## config.mk

```make
export PLATFORM = sky130hd
export DESIGN_NAME = sysu_piso_tx
export DESIGN_NICKNAME = d
export VERILOG_FILES = /design/src/rtl/sysu_74ip_pkg.sv /design/src/rtl/sysu_mod_counter.sv /design/src/rtl/sysu_piso_tx.sv
export SDC_FILE = /design/constraint.sdc
export NUM_CORES = 1
export LEC_CHECK = 0
export BUFFER_PORTS_ARGS = -buffer_cell sky130_fd_sc_hd__buf_4
export CAP_MARGIN = 10
export CORE_UTILIZATION = 25
export DETAILED_ROUTE_END_ITERATION = 12
export PLACE_DENSITY = 0.45
export REMOVE_ABC_BUFFERS = 1
export SYNTH_ARGS = -nofsm -noshare
export SYNTH_HDL_FRONTEND = slang
export SYNTH_SLANG_ARGS = --single-unit
```

## constraint.sdc

```tcl
create_clock -name CLK -period 1.75 [get_ports CLK]
set_clock_uncertainty 0.15 [all_clocks]
set_input_delay 0.175 -clock CLK [delete_from_list [all_inputs] [get_ports CLK]]
set_output_delay 0.175 -clock CLK [all_outputs]
set_load 0.01 [all_outputs]
```

## src/rtl/sysu_74ip_pkg.sv

```systemverilog
// Shared definitions for the sysu 74-series IP blocks: FSM state encodings
// and the constant-function log2 used to size counters.
package sysu_74ip_pkg;

    typedef enum logic {
        ST_IDLE  = 1'b0,
        ST_SHIFT = 1'b1
    } state_t;

    // Smallest r with 2**r >= n; returns 0 for n <= 1.
    function automatic int clog2(input int n);
        int r;
        r = 0;
        for (int v = n - 1; v > 0; v = v >> 1) begin
            r++;
        end
        return r;
    endfunction

endpackage

```

## src/rtl/sysu_mod_counter.sv

```systemverilog
// Modulo-N up counter: enable, synchronous clear-to-zero, terminal count at N-1.
// Single-cycle update; the counter wraps to 0 when enabled at terminal count.
module sysu_mod_counter
    import sysu_74ip_pkg::*;
#(
    parameter int N  = 8,
    parameter int CW = (clog2(N) < 1) ? 1 : clog2(N)
) (
    input  logic          clk_i,
    input  logic          rst_i,
    input  logic          en_i,
    input  logic          clr_i,
    output logic [CW-1:0] cnt_o,
    output logic          tc_o
);

    logic [CW-1:0] cnt_q;
    logic [CW-1:0] cnt_d;

    assign tc_o  = (cnt_q == CW'(N - 1));
    assign cnt_o = cnt_q;

    always_comb begin
        cnt_d = cnt_q;
        if (clr_i) begin
            cnt_d = '0;
        end else if (en_i) begin
            cnt_d = tc_o ? '0 : cnt_q + CW'(1);
        end
    end

    always_ff @(posedge clk_i or posedge rst_i) begin
        if (rst_i) begin
            cnt_q <= '0;
        end else begin
            cnt_q <= cnt_d;
        end
    end

endmodule

```

## src/rtl/sysu_piso_tx.sv

```systemverilog
// Parallel-in/serial-out transmitter, MSB first, with a valid/ready load port.
// First bit on Q one cycle after accept; HOLD freezes everything and drops READY.
module sysu_piso_tx
    import sysu_74ip_pkg::*;
#(
    parameter int WIDTH = 8,
    parameter int Delay = 0
) (
    input  logic             CLK,
    input  logic             CLR,
    input  logic [WIDTH-1:0] D,
    input  logic             VALID,
    output logic             READY,
    input  logic             HOLD,
    output logic             Q,
    output logic             FRAME,
    output logic             DONE
);

    localparam int CW = clog2(WIDTH);

    if (WIDTH < 2 || Delay < 0) begin : g_param_chk
        $error("sysu_piso_tx: WIDTH must be >= 2 and Delay >= 0");
    end

    state_t           state_q, state_d;
    logic [WIDTH-1:0] sr_q, sr_d;
    logic             q_q, q_d;
    logic             frame_q, frame_d;
    logic             done_q, done_d;
    logic [CW-1:0]    cnt;
    logic             last_bit;
    logic             cnt_en;
    logic             cnt_clr;
    logic             accept;

    sysu_mod_counter #(
        .N  (WIDTH),
        .CW (CW)
    ) u_cnt (
        .clk_i (CLK),
        .rst_i (CLR),
        .en_i  (cnt_en),
        .clr_i (cnt_clr),
        .cnt_o (cnt),
        .tc_o  (last_bit)
    );

    // A new word may load while idle or on the edge that retires the last bit.
    assign READY  = !HOLD && (state_q == ST_IDLE ||
                              (state_q == ST_SHIFT && cnt == CW'(WIDTH - 1)));
    assign accept = VALID && READY;

    always_comb begin
        state_d = state_q;
        sr_d    = sr_q;
        done_d  = 1'b0;
        cnt_en  = 1'b0;
        cnt_clr = 1'b0;
        if (state_q == ST_SHIFT && !HOLD && last_bit) begin
            done_d  = 1'b1;
            state_d = ST_IDLE;
            cnt_clr = 1'b1;
        end else if (state_q == ST_SHIFT && !HOLD) begin
            sr_d   = {sr_q[WIDTH-2:0], 1'b0};
            cnt_en = 1'b1;
        end
        if (accept) begin
            sr_d    = D;
            state_d = ST_SHIFT;
            cnt_clr = 1'b1;
            cnt_en  = 1'b0;
        end
        q_d     = (state_d == ST_SHIFT) ? sr_d[WIDTH-1] : 1'b0;
        frame_d = (state_d == ST_SHIFT);
    end

    always_ff @(posedge CLK or posedge CLR) begin
        if (CLR) begin
            state_q <= ST_IDLE;
            sr_q    <= '0;
            q_q     <= 1'b0;
            frame_q <= 1'b0;
            done_q  <= 1'b0;
        end else begin
            state_q <= state_d;
            sr_q    <= sr_d;
            q_q     <= q_d;
            frame_q <= frame_d;
            done_q  <= done_d;
        end
    end

    assign Q     = q_q;
    assign FRAME = frame_q;
    assign DONE  = done_q;

endmodule

```

==> key figures <==
Run status
  • Status: complete, but fails checks
  • Failing checks: negative setup slack

Logic synthesis
  • Synthesized flop and latch total: 14
  • Yosys warnings: 0
  • Cell area after synthesis: about 730 um2
  • Mapped Cells: 62
  • Avg Cell Area, Syn: around 12 um2
  • Sequential fraction of the synthesis area: between 40 and 50%
  • Synth top area cells: dfrtp_1 48%, and3b_1 8.4%, o2bb2ai_1 8.4%
  • Yosys top cell area share: ~48%
  • Cell variety after synth: 20
  • Leading area contributor after synthesis: dfrtp_1

Critical path
  • CP max stage delay: a little under 400 ps
  • CP max-delay cell: dfrtp_1
  • Crit start category: register
  • Worst-path cell chain: ha_2 -> ha_4 -> buf_6 -> nor2b_4 -> nor2_1 -> buf_4
  • WP data arrival: 1430 ps
  • CP Capture Type: primary output
  • Cell family with most CP delay: flip-flops
  • Critical Path RT: 1420 ps
  • Critical path type: reg -> out
  • CP Buf/Inv Count: 2
  • Crit-path max FO: 2

Layout
  • Share of layout cells above drive strength 1: a little over a third
  • Fin util: about a third
  • Nets@finish: 100
  • Fill count: 288
  • Layout area overhead: 33.3%
  • Post-route insts no fill: around 120
  • ANT cells: 0

Placement
  • Post-DP HPWL: 1.11 mm
  • Gpl congestion: about 0.68
  • Port buffer count: 15
  • Placed insts: approximately 110

Clock network
  • Total CTS buffers: 3
  • CTS tree: yes
  • Worst skew pair latency: 280 ps
  • Clk root buf: clkbuf_4
  • H-tree level count: 1
  • CTS max path bufs: 2
  • Clock sink count: 14
  • Clk pin slew, worst setup/hold paths: 100 ps

Floorplanning
  • Site Rows: 19
  • Initial Utilization: between 20% and 30%
  • Die ar.: 3140 um2
  • Width of the die: around 56 um
  • Core Region: 2760 um2
  • Number of primary I/O pins: 16
  • Die Height: 56.0 um

Power
  • Maximum vdd drop: 0.000476 V
  • P_leak: approximately 0.46 nW
  • Design Power: 1.21 mW
  • Pwr per Cell Area: 1250 nW/um2

Global route
  • Total track usage: 12.4%
  • Initial antenna violation count: 0
  • Number of global-route vias before repair: 580
  • Largest net degree at the start of global routing: 17
  • First-pass GRT wire length: just under 3 mm
  • GRT overflow: 0

Timing
  • Fin. max-slew vios: 0
  • Fmax: between 500 and 600 MHz
  • RSZ-0062 raised after global routing: true
  • # setup viols final: 1
  • Period utilization: 100%
  • Slew Limit Headroom: between 60 and 70%
  • Worst Tran Pin Value: 554 ps
  • Final min period: 1760 ps
  • Final Hold Fails: 0
  • Worst setup margin: -7.05 ps

Route
  • Average wire per cell in the routed design: about 14 um
  • Drt total wl: 1.68 mm
  • Final ANT Viol Nets: 0
  • First drt pass iteration count: 4
  • Via density per instance: approximately 4.8
  • Drt first-iter violations: 9
  • Via count: 557
  • Drt drc: 0

Worst hold path
  • Worst min path class: in -> reg

Run
  • Maxcap violations: 0
[cells in the mapped netlist (all sizes together)]
cell,n
a31oi,7
o21ai,1
nand2,1
mux2,1
a22o,5
dfrtp,14
nor3b,1
nor2,4
nor2b,1
and3b,7
inv,2
nand2b,2
o21bai,2
o2bb2ai,7
buf,5
ha,2
[metrics by stage]
stage | cell area (um2) | hold slack, ps | setup TNS [ps] | setup WS, ps
3_3_place_gp | 857 | 133 | 0 | 85.9
4_1_cts | 965 | 26.8 | -22.2 | -22.2
6_report | 972 | 33.9 | -7.05 | -7.05
3_5_place_dp | 857 | 130 | 0 | 82.5
2_1_floorplan | 691 | -85.8 | 0 | 114
5_1_grt | 972 | 20.6 | -98.0 | -98.0
[worst register-to-register path, stage by stage (launching register included)]
cell and delay, ps:
dfrtp_1 390, ha_2 200, ha_4 160, buf_6 110, nor2b_4 100, buf_4 130
o21bai_4 100, a22o_1 200
[cell type report]
class	count	area, um2	area share [%]
Sequential cell	14	350	36.0
Tap cell	31	38.8	3.99
Timing Repair Buffer	24	191	19.7
Inverter	2	7.51	0.772
Multi-Input combinational cell	41	348	35.8
Clock buffer	4	36.3	3.73
[cell families after synthesis]
kind of cell             after synthesis  synth area share, %
AND/OR/NAND/NOR                       16                 16.0
multiplexers                           1                 1.54
flip-flops                            14                 48.0
adder cells (fa/ha/maj)                2                 3.43
buffers and inverters                  7                 6.35
AO/OA/AOI/OAI                         22                 24.7
[where the power goes]
part	internal (mW)	switching, mW
registers	0.429	0.0672
logic	0.277	0.202
clock network	0.127	0.113
[repair_timing]
item                                    4_1_cts  5_1_grt
pin swaps                                     0        1
hold endpoints to repair                     16        0
gates resized for setup                       4        0
hold buffers                                  3        0
endpoints found under the setup margin        1        4
buffers inserted                              3        1
[placed cells by master, fill, tap and decap left out, drive strengths merged]
cell type and n:
a22o 5, nor3b 1, o2bb2ai 7, clkbuf 4, dfrtp 14, o21ai 1, nand2 1, ha 2
dlygate4sd3 3, buf 21, and3b 7, nor2 4, mux2 1, inv 2, nor2b 1, o21bai 2
a31oi 7, nand2b 2
[sequential cells by signal, indices dropped and copies added, names as in the netlist]
register / count
DONE: 1
FRAME: 1
Q: 1
sr_q: 8
u_cnt.cnt_o: 3
[per-layer routing]
| layer | vias to the layer above | GRT usage [%] | part of all wire, % |
|---|---|---|---|
| li1 | 276 | - | - |
| met5 | - | 0 | 0 |
| met2 | 12 | 17.0 | 43 |
| met1 | 267 | 17.7 | 52 |
| met4 | 0 | 6.97 | 1.1 |
| met3 | 2 | 3.02 | 4.1 |
[final timing paths]
path	cells after the start	slack (ps)	endpoint	from
worst max-delay path	6	-7	READY	u_cnt.cnt_o[0]$_DFFE_PP0P_
min in group asynchronous	3	340	u_cnt.cnt_o[2]$_DFFE_PP0P_	CLR
worst min register to register	1	340	sr_q[1]$_DFFE_PP0P_	sr_q[1]$_DFFE_PP0P_
worst max register to register	7	100	sr_q[0]$_DFFE_PP0P_	u_cnt.cnt_o[0]$_DFFE_PP0P_
max in group asynchronous	3	730	sr_q[4]$_DFFE_PP0P_	CLR
worst min-delay path	2	30	DONE$_DFF_PP0_	HOLD
(Power assumes the default switching activity.)
